--- src/rtl/cmp_pkg.sv ---
// -----------------------------------------------------------------------------
// cmp_pkg
// Shared types and helpers for the iterative magnitude comparator.
//   cmp_state_t  : controller states (IDLE, RUN, DONE)
//   cmp_result_t : one-hot compare result {lt, eq, gt}
//   num_digits() : number of DIGIT-wide slices in a WIDTH-bit operand
// -----------------------------------------------------------------------------
package cmp_pkg;

    typedef enum logic [1:0] {
        IDLE = 2'd0,
        RUN  = 2'd1,
        DONE = 2'd2
    } cmp_state_t;

    typedef struct packed {
        logic lt;
        logic eq;
        logic gt;
    } cmp_result_t;

    // WIDTH must be a whole multiple of DIGIT.
    function automatic int num_digits(input int width, input int digit);
        return width / digit;
    endfunction

endpackage

--- src/rtl/cmp_digit.sv ---
// -----------------------------------------------------------------------------
// cmp_digit
// Combinational DIGIT-bit magnitude cascade, most significant bit first.
//   a_d, b_d : DIGIT-bit slices of A and B
//   abi, bai : incoming flags (A already known greater / B already known greater)
//   ab, ba   : outgoing flags after this slice
// A flag, once set by a more significant bit, is never cleared or overridden
// by a less significant bit.
// -----------------------------------------------------------------------------
module cmp_digit #(
    parameter int DIGIT = 4
) (
    input  logic [DIGIT-1:0] a_d,
    input  logic [DIGIT-1:0] b_d,
    input  logic             abi,
    input  logic             bai,
    output logic             ab,
    output logic             ba
);

    // Stage gi handles bit DIGIT-1-gi; chain index 0 is the cascade input.
    logic [DIGIT:0] ab_c;
    logic [DIGIT:0] ba_c;

    assign ab_c[0] = abi;
    assign ba_c[0] = bai;

    generate
        for (genvar gi = 0; gi < DIGIT; gi++) begin : g_stage
            logic a_bit;
            logic b_bit;
            assign a_bit = a_d[DIGIT-1-gi];
            assign b_bit = b_d[DIGIT-1-gi];
            // Only decide at this bit if no earlier bit has decided yet.
            assign ab_c[gi+1] = ab_c[gi] | (~ba_c[gi] &  a_bit & ~b_bit);
            assign ba_c[gi+1] = ba_c[gi] | (~ab_c[gi] & ~a_bit &  b_bit);
        end
    endgenerate

    assign ab = ab_c[DIGIT];
    assign ba = ba_c[DIGIT];

endmodule

--- src/rtl/seq_mag_cmp.sv ---
// -----------------------------------------------------------------------------
// seq_mag_cmp
// Iterative magnitude comparator: DIGIT bits per cycle, MSB first, signed or
// unsigned. Signed compares are turned into unsigned ones by inverting the
// operand MSBs at capture time (offset binary).
//
// Ports:
//   clk, rst       : clock, asynchronous active-high reset
//   flush          : synchronous abort, beats in_valid and out_ready
//   in_valid/ready : operand handshake (a, b, is_signed sampled on accept)
//   out_valid/ready: result handshake (lt, eq, gt held until consumed)
//   busy           : controller not in IDLE
//
// Build option: define SEQ_MAG_CMP_EARLY_EXIT_EN to finish as soon as the
// first differing digit is seen. Without it latency is always N cycles.
// Results are identical in both builds.
// -----------------------------------------------------------------------------
module seq_mag_cmp
    import cmp_pkg::*;
#(
    parameter int WIDTH = 32,
    parameter int DIGIT = 4
) (
    input  logic             clk,
    input  logic             rst,
    input  logic             flush,
    input  logic             in_valid,
    output logic             in_ready,
    input  logic [WIDTH-1:0] a,
    input  logic [WIDTH-1:0] b,
    input  logic             is_signed,
    output logic             out_valid,
    input  logic             out_ready,
    output logic             lt,
    output logic             eq,
    output logic             gt,
    output logic             busy
);

    localparam int N     = num_digits(WIDTH, DIGIT);
    localparam int CNT_W = $clog2(N) + 1;
    localparam logic [CNT_W-1:0] LAST_CNT = CNT_W'(N - 1);

    cmp_state_t       state_reg;
    logic [WIDTH-1:0] a_sh_reg;
    logic [WIDTH-1:0] b_sh_reg;
    logic             ab_reg;
    logic             ba_reg;
    logic [CNT_W-1:0] cnt_reg;
    cmp_result_t      res_reg;
    logic             out_valid_reg;
    logic             in_ready_reg;

    // Operands as captured: MSB inverted for signed compares.
    logic [WIDTH-1:0] a_cap;
    logic [WIDTH-1:0] b_cap;

    always_comb begin
        a_cap = a;
        b_cap = b;
        a_cap[WIDTH-1] = a[WIDTH-1] ^ is_signed;
        b_cap[WIDTH-1] = b[WIDTH-1] ^ is_signed;
    end

    // Cascade on the current top digit.
    logic ab_next;
    logic ba_next;

    cmp_digit #(
        .DIGIT (DIGIT)
    ) u_digit (
        .a_d (a_sh_reg[WIDTH-1 -: DIGIT]),
        .b_d (b_sh_reg[WIDTH-1 -: DIGIT]),
        .abi (ab_reg),
        .bai (ba_reg),
        .ab  (ab_next),
        .ba  (ba_next)
    );

    logic run_last;

`ifdef SEQ_MAG_CMP_EARLY_EXIT_EN
    // Any decided flag means the remaining digits cannot change the answer.
    assign run_last = (cnt_reg == LAST_CNT) || ab_next || ba_next;
`else
    assign run_last = (cnt_reg == LAST_CNT);
`endif

    always_ff @(posedge clk or posedge rst) begin
        if (rst) begin
            state_reg     <= IDLE;
            a_sh_reg      <= '0;
            b_sh_reg      <= '0;
            ab_reg        <= 1'b0;
            ba_reg        <= 1'b0;
            cnt_reg       <= '0;
            res_reg       <= '0;
            out_valid_reg <= 1'b0;
            in_ready_reg  <= 1'b0;
        end else if (flush) begin
            state_reg     <= IDLE;
            res_reg       <= '0;
            out_valid_reg <= 1'b0;
            in_ready_reg  <= 1'b1;
        end else begin
            unique case (state_reg)
                IDLE: begin
                    // in_ready_reg gates acceptance so nothing is taken in the
                    // first cycle after reset, before in_ready is advertised.
                    if (in_valid && in_ready_reg) begin
                        a_sh_reg     <= a_cap;
                        b_sh_reg     <= b_cap;
                        ab_reg       <= 1'b0;
                        ba_reg       <= 1'b0;
                        cnt_reg      <= '0;
                        in_ready_reg <= 1'b0;
                        state_reg    <= RUN;
                    end else begin
                        in_ready_reg <= 1'b1;
                    end
                end
                RUN: begin
                    a_sh_reg <= a_sh_reg << DIGIT;
                    b_sh_reg <= b_sh_reg << DIGIT;
                    ab_reg   <= ab_next;
                    ba_reg   <= ba_next;
                    cnt_reg  <= cnt_reg + CNT_W'(1);
                    if (run_last) begin
                        res_reg.gt    <= ab_next;
                        res_reg.lt    <= ba_next;
                        res_reg.eq    <= ~ab_next & ~ba_next;
                        out_valid_reg <= 1'b1;
                        state_reg     <= DONE;
                    end
                end
                DONE: begin
                    // No bypass to a new accept: IDLE is always visited.
                    if (out_ready) begin
                        out_valid_reg <= 1'b0;
                        in_ready_reg  <= 1'b1;
                        state_reg     <= IDLE;
                    end
                end
                default: begin
                    state_reg <= IDLE;
                end
            endcase
        end
    end

    assign in_ready  = in_ready_reg;
    assign out_valid = out_valid_reg;
    assign lt        = res_reg.lt;
    assign eq        = res_reg.eq;
    assign gt        = res_reg.gt;
    assign busy      = (state_reg != IDLE);

endmodule
--- config.mk ---
export PLATFORM = sky130hd
export DESIGN_NAME = seq_mag_cmp
export DESIGN_NICKNAME = d
export VERILOG_FILES = /design/src/rtl/cmp_pkg.sv /design/src/rtl/cmp_digit.sv /design/src/rtl/seq_mag_cmp.sv
export SDC_FILE = /design/constraint.sdc
export NUM_CORES = 1
export LEC_CHECK = 0
export ABC_AREA = 0
export BUFFER_PORTS_ARGS = -buffer_cell sky130_fd_sc_hd__buf_2
export CORE_UTILIZATION = 45
export DETAILED_ROUTE_END_ITERATION = 7
export PLACE_DENSITY = 0.74
export SYNTH_ARGS = -nofsm -noshare
export SYNTH_HDL_FRONTEND = slang
export SYNTH_SLANG_ARGS = --single-unit
--- constraint.sdc ---
create_clock -name clk -period 2.4 [get_ports clk]
set_input_delay 0.24 -clock clk [delete_from_list [all_inputs] [get_ports clk]]
set_output_delay 0.24 -clock clk [all_outputs]
set_load 0.02 [all_outputs]
==> results of run 1 <==
==> power by group <==
group	total, mW	switching (mW)	internal (mW)
Combinational	0.605	0.322	0.283
Clock	1.07	0.462	0.607
Sequential	1.68	0.148	1.54
Total	3.36	0.932	2.43
==> cells in the final DEF, fill, tap and decap left out, drive strengths merged, types with 5 or more instances in the layout <==
| master | Yosys | layout |
|---|---|---|
| nand2 | 61 | 61 |
| mux2i | 54 | 54 |
| dfrtp | 77 | 77 |
| inv | 6 | 5 |
| clkbuf | 6 | 11 |
| nor2b | 5 | 5 |
| nor2 | 7 | 7 |
| buf | 15 | 82 |
| a22o | 9 | 9 |
| o21ai | 58 | 58 |
==> metrics by stage <==
step	setup slack, ns	cell area, µm²	power [mW]	hold WS [ns]
global placement	0.729	4060	2.29	0.381
floorplan	0.193	3590	2.13	0.354
detailed placement	0.690	4060	2.32	0.379
global route	0.481	4290	3.56	0.101
CTS	0.670	4290	3.39	0.0941
finish	0.663	4290	3.36	0.110
==> worst max-delay path by stage <==
stage	start	end	depth (start not counted)
2_1_floorplan	rst	a_sh_reg[0]	1
3_3_place_gp	flush	a_sh_reg[0]	5
3_5_place_dp	state_reg[1]	a_sh_reg[0]	4
4_1_cts	state_reg[1]	a_sh_reg[22]	5
5_1_grt	state_reg[1]	b_sh_reg[8]	5
6_report	state_reg[1]	a_sh_reg[22]	5
==> routing by layer <==
layer | routed length [µm] | up-vias | global-route usage
li1 | - | 1330 | -
met1 | 3270 | 1251 | 0.240
met2 | 3290 | 67 | 0.299
met3 | 350 | 16 | 0.0544
met4 | 176 | 0 | 0.0807
met5 | 0 | - | 0
==> worst register-to-register path, delay by kind of cell, from the launching register on <==
family / cells / cell delay (ns)
flops: 1 / 0.43
compound gates: 1 / 0.07
simple gates: 3 / 0.76
buf+inv: 1 / 0.33
==> logic make-up after synthesis <==
kind of cell / Yosys count
adder cells (fa/ha/maj): 3
multiplexers: 55
buffers and inverters: 27
flip-flops: 77
AO/OA/AOI/OAI: 84
XOR/XNOR: 4
AND/OR/NAND/NOR: 88
==> repair_timing <==
item                                   CTS  global route
endpoints found under the hold margin   18             0
resized for setup                        0             0
hold buffers                             1             0
==> cell type report <==
class | count | area (µm²) | area share
clock inverters | 4 | 72.6 | 0.0169
well taps | 102 | 128 | 0.0298
flip-flops and latches | 77 | 1930 | 0.450
inverters | 6 | 23.8 | 0.00555
clock buffers | 11 | 141 | 0.0330
multi-input cells | 234 | 1530 | 0.357
repair buffers | 83 | 463 | 0.108
==> impl_metrics.csv, run 1 <==
group,metric,value,unit
synth,dominant_combinational_cell_family_by_area_after_synthesis,"multiplexers",
critical_path,crit-reg2reg-launch,"state_reg[1]",
drt,drt_pass1_iterations,4,
min_path,min_from,"b[0]",
critical_path,critical_path_class,"reg2reg",
timing,final-hold-violation-count,0,
global_route,antenna_found_initial,0,
synth,post_synth_most_frequent_cells,"sky130_fd_sc_hd__dfrtp_1, sky130_fd_sc_hd__nand2_1, sky130_fd_sc_hd__o21ai_0, sky130_fd_sc_hd__mux2i_1",
synth,yosysWarnings,0,
synth,ys_async_sr_fraction,1.00,
final_layout,design.final.nets,482,
global_route,grt_max_degree,56,
synth,synth_enable_flop_cells,0,
synth,library_cell_with_the_highest_instance_count_after_synthesis,"sky130_fd_sc_hd__dfrtp_1",
synth,synth-compound-area-share,0.141,
timing,worst_pin_slew,0.732,ns
final_layout,fillCellCount,697,
timing,timing.slew.headroom,0.511,
synth,post_synth_and_or_nand_nor_area_fraction,0.109,
synth,synthCells,338,
drt,drtAntennaViolNets,0,
drt,vias,2664,
critical_path,r2r-end,"a_sh_reg[22]",
critical_path,cp_max_fo,48,
synth,synth.yosys.seq_area_share,0.537,
global_route,grt_pass1_wl,12.1,mm
synth,number_of_distinct_library_cells_after_synthesis,37,
drt,drt-wirelength-per-cell,13.7,µm
min_path,worst_hold_path.num_cells,2,
synth,synth_mux_area_frac,0.154,
synth,syn_nets,409,
clock_network,htreeDepth,3,
clock_network,clock_insertion_delay_worst_skew,0.35,ns
timing,fin_setup_tns,0,ns
critical_path,worst_path_largest_cell_delay,0.43,ns
clock_network,clk_transition_reported_paths,0.08,ns
final_layout,final_layout_size_suffix_gt1_frac,0.255,
global_route,grtUsageTotal,0.188,
floorplan,core_region_area,0.00773,mm²
synth,synth-xor-area-share,0.00976,
synth,syn-cell-area,0.00359,mm²
synth,synthDominantCellAreaShare,0.537,
critical_path,setup.reg_to_reg.worst_slack,0.66,ns
critical_path,timing.critical_path.slowest_stage_cell,"sky130_fd_sc_hd__dfrtp_1",
synth,post_synthesis_share_of_cell_area_spent_on_full_adders_half_adders_and_majority_gates,0.00906,
synth,yosys.area.top_type,"sky130_fd_sc_hd__dfrtp_1",
pwr,power.density,783,mW/mm²
run,max-cap-violations,0,
clock_network,cts.sinks,77,
timing,setup-violations-final,0,
floorplan,dieHeight,91.3,µm
timing,maxSlewViolCount,0,
clock_network,cts.path.max_buffers,2,
timing,rsz_0062_raised_after_global_routing,"false",
min_path,timing.hold.worst.class,"in2reg",
placed_design,port_buffers,75,
clock_network,post_cts_buffers,0,
drt,first_iter_violations,178,
critical_path,cp-start-kind,"flop",
synth,syn_avg_cell_area,10.6,µm²
synth,synthTopCellsByArea,"sky130_fd_sc_hd__dfrtp_1, sky130_fd_sc_hd__mux2i_1, sky130_fd_sc_hd__o21ai_0, sky130_fd_sc_hd__nand2_1, sky130_fd_sc_hd__a22o_1",
final_layout,n_antenna_cell,0,
placed_design,dp.cells,501,
critical_path,critical_path.endpoint_type,"flop",
global_route,overflow,0,
placed_design,globalplace.congestion,0.841,
floorplan,io_pins,76,
clock_network,cts-buffers-inserted,9,
synth,synth-main-ff-cell,"sky130_fd_sc_hd__dfrtp_1",
placed_design,dp_hpwl,5.14,mm
pwr,power_leakage,2.26,nW
global_route,grt_pass1_vias,2611,
status,status,"finished clean",
critical_path,r2r.worst_path.cells,5,
floorplan,rows,32,
clock_network,tritoncts,"done",
floorplan,die_area,0.00834,mm²
final_layout,final_core_utilization,0.555,
floorplan,fp.dieW,91.3,µm
min_path,holdPathEnd,"b_sh_reg[0]",
drt,post_drt_via_cell_ratio,5.15,
clock_network,cts_root_buf,"sky130_fd_sc_hd__clkbuf_8",
critical_path,worst-endpoint-required,2.61,ns
final_layout,layoutNonFillerInstCount,517,
drt,postRouteWirelength,7.10,mm
timing,max_freq,0.576,GHz
critical_path,path_buf_inv,1,
timing,clock_skew,0.00710,ns
timing,finalCritPeriodShare,0.724,
final_layout,area_growth,19.3,%
critical_path,worstPathArrival,1.95,ns
critical_path,timing.critical_path.cells,"nor2_1 -> nand2_4 -> buf_4 -> nand2_1 -> o21ai_0",
timing,finalCriticalPeriod,1.74,ns
floorplan,start_util,0.465,
synth,total_of_flip_flops_plus_latches_after_synthesis,77,
critical_path,critical_path.top_delay_family,"simple AND/OR/NAND/NOR gates",
pwr,irDropWorstVdd,0.446,mV
drt,post-route-drc-count,0,
Note: power is estimated with default switching activity, not from simulation.
==> run 2, diff against run 1 <==
--- a/config.mk
+++ b/config.mk
@@ -9,7 +9,7 @@
 export BUFFER_PORTS_ARGS = -buffer_cell sky130_fd_sc_hd__buf_2
 export CORE_UTILIZATION = 45
 export DETAILED_ROUTE_END_ITERATION = 7
-export PLACE_DENSITY = 0.74
+export PLACE_DENSITY = 0.72
 export SYNTH_ARGS = -nofsm -noshare
 export SYNTH_HDL_FRONTEND = slang
 export SYNTH_SLANG_ARGS = --single-unit
==> constraint.sdc (replaced) <==
create_clock -name clk -period 1.6 [get_ports clk]
set_input_delay 0.16 -clock clk [delete_from_list [all_inputs] [get_ports clk]]
set_output_delay 0.16 -clock clk [all_outputs]
set_load 0.02 [all_outputs]
==> run 2 against run 1 <==
Register-to-register slack got worse by 0.58 ns. First-iteration DRC count fell by 31%. Clock skew rose by 0.0015 ns. Count of clock-buffer cells in the layout rose by 1. Critical path type unchanged. Critical endpoint is now eq. Largest cell class unchanged.
==> impl_metrics.csv, run 2 (synthesis results as in run 1) <==
group,metric,value,unit
floorplan,dieHeight,91.3,µm
pwr,p_int,3.71,mW
run,max-cap-violations,0,
critical_path,worstPathArrival,1.75,ns
critical_path,critical_path_class,"reg2reg",
drt,drtAntennaViolNets,0,
final_layout,final_layout_size_suffix_gt1_frac,0.261,
final_layout,commonest_cells_after_routing_fill_and_taps_aside,"sky130_fd_sc_hd__dfrtp_1, sky130_fd_sc_hd__buf_2, sky130_fd_sc_hd__nand2_1, sky130_fd_sc_hd__o21ai_0, sky130_fd_sc_hd__mux2i_1",
critical_path,timing.critical_path.cells,"ha_1 -> nand2_1 -> or3_4 -> o41ai_2",
placed_design,dp_hpwl,5.07,mm
global_route,antenna_found_initial,0,
timing,final-hold-violation-count,0,
clock_network,post_cts_resize_count,0,
critical_path,cp_max_fo,3,
critical_path,timing.critical_path.slowest_stage_cell,"sky130_fd_sc_hd__or3_4",
timing,timing.hold.ws,0.0340,ns
global_route,grt_max_degree,54,
pwr,irDropWorstVdd,0.593,mV
drt,post_drt_via_cell_ratio,5.17,
drt,drt-wirelength-per-cell,13.8,µm
timing,setup-violations-final,0,
min_path,worst_hold_path.num_cells,2,
global_route,grt_pass1_wl,12.2,mm
placed_design,placement.setup.worst_slack,0.0923,ns
drt,vias,2686,
pwr,p_sw,1.39,mW
clock_network,cts_root_buf,"sky130_fd_sc_hd__clkbuf_8",
drt,drt_pass1_iterations,4,
critical_path,r2r.worst_path.cells,4,
timing,clock_skew,0.00857,ns
clock_network,cts.path.max_buffers,2,
final_layout,area_growth,21.2,%
final_layout,fillCellCount,689,
floorplan,core_region_area,0.00773,mm²
timing,maxSlewViolCount,0,
floorplan,die_area,0.00834,mm²
timing,finalCriticalPeriod,1.52,ns
final_layout,n_antenna_cell,0,
timing,worst_pin_slew,0.484,ns
pwr,pwr-share-clk,0.323,
critical_path,worst-endpoint-required,1.83,ns
critical_path,worst_path_largest_cell_delay,0.40,ns
timing,rsz_0062_raised_after_global_routing,"true",
clock_network,clk_transition_reported_paths,0.07,ns
floorplan,start_util,0.465,
placed_design,dp.cells,503,
pwr,sequentialPowerShare,0.495,
placed_design,globalplace.congestion,0.828,
placed_design,placed_cell_area,0.00412,mm²
min_path,timing.hold.worst.class,"in2reg",
drt,post-route-drc-count,0,
clock_network,htreeDepth,3,
final_layout,mostFrequentLayoutCell,"sky130_fd_sc_hd__dfrtp_1",
timing,fin_setup_tns,0,ns
floorplan,fp.dieW,91.3,µm
clock_network,tritoncts,"done",
final_layout,layoutNonFillerInstCount,520,
pwr,finalPower,5.10,mW
clock_network,cts.sinks,77,
global_route,grt_pass1_vias,2651,
timing,timing.slew.headroom,0.677,
drt,first_iter_violations,123,
status,status,"finished clean",
timing,max_freq,0.657,GHz
final_layout,final_core_utilization,0.563,
final_layout,design.final.nets,484,
critical_path,setup.reg_to_reg.worst_slack,0.08,ns
floorplan,rows,32,
pwr,power.density,1170,mW/mm²
global_route,grtUsageTotal,0.186,
clock_network,post_cts_buffers,0,
timing,timing.final.ws_setup,0.0789,ns
pwr,share_comb_of_total_power,0.182,
final_layout,design_area,0.00435,mm²
global_route,overflow,0,
floorplan,io_pins,76,
clock_network,cts-buffers-inserted,9,
critical_path,cp-start-kind,"flop",
drt,postRouteWirelength,7.16,mm
timing,finalCritPeriodShare,0.951,
pwr,switching_share,0.273,
pwr,power_leakage,2.29,nW
critical_path,critical_path.endpoint_type,"flop",
placed_design,port_buffers,75,
clock_network,clock_insertion_delay_worst_skew,0.34,ns
run 2: layer usage:
| metal | GRT usage | vias up | wire, µm | share of wire |
|---|---|---|---|---|
| li1 | - | 1342 | - | - |
| met1 | 0.234 | 1275 | 3230 | 0.45 |
| met2 | 0.306 | 62 | 3430 | 0.48 |
| met3 | 0.0553 | 7 | 402 | 0.056 |
| met4 | 0.0661 | 0 | 100 | 0.014 |
| met5 | 0 | - | 0 | 0 |
run 2: worst paths after layout:
kind,end,start
hold / removal,out_valid,out_ready
setup / recovery,eq,cnt_reg[0]
min in group asynchronous,a_sh_reg[7],rst
setup reg to reg,eq,cnt_reg[0]
hold reg to reg,b_sh_reg[12],b_sh_reg[12]
max in group asynchronous,b_sh_reg[30],rst
run 2: area by class of cell:
class                           count  area, µm²  share of cell area
Tap cell                          102        128              0.0293
Timing Repair Buffer               85        515               0.118
Sequential cell                    77       1930               0.443
Multi-Input combinational cell    234       1530               0.352
Clock buffer                       12        155              0.0357
Clock inverter                      4       70.1              0.0161
Inverter                            6       26.3             0.00604
run 2: what timing repair did:
action | CTS | global route
hold buffers | 1 | 0
setup endpoints to repair | 0 | 1
hold endpoints to repair | 18 | 0
run 2: worst max-delay path, delay by kind of cell (launching register included):
kind                     cells  cell delay (ns)
adder cells (fa/ha/maj)      1             0.18
flip-flops                   1             0.38
AND/OR/NAND/NOR              2             0.50
AO/OA/AOI/OAI                1             0.35
run 2: power by group through the flow:
stage | registers (mW) | clock network (mW) | logic [mW]
floorplan | 2.50 | 0 | 0.694
global placement | 2.55 | 0 | 0.903
detailed placement | 2.56 | 0 | 0.938
CTS | 2.53 | 1.68 | 0.944
global route | 2.57 | 1.76 | 1.06
finish | 2.52 | 1.64 | 0.928
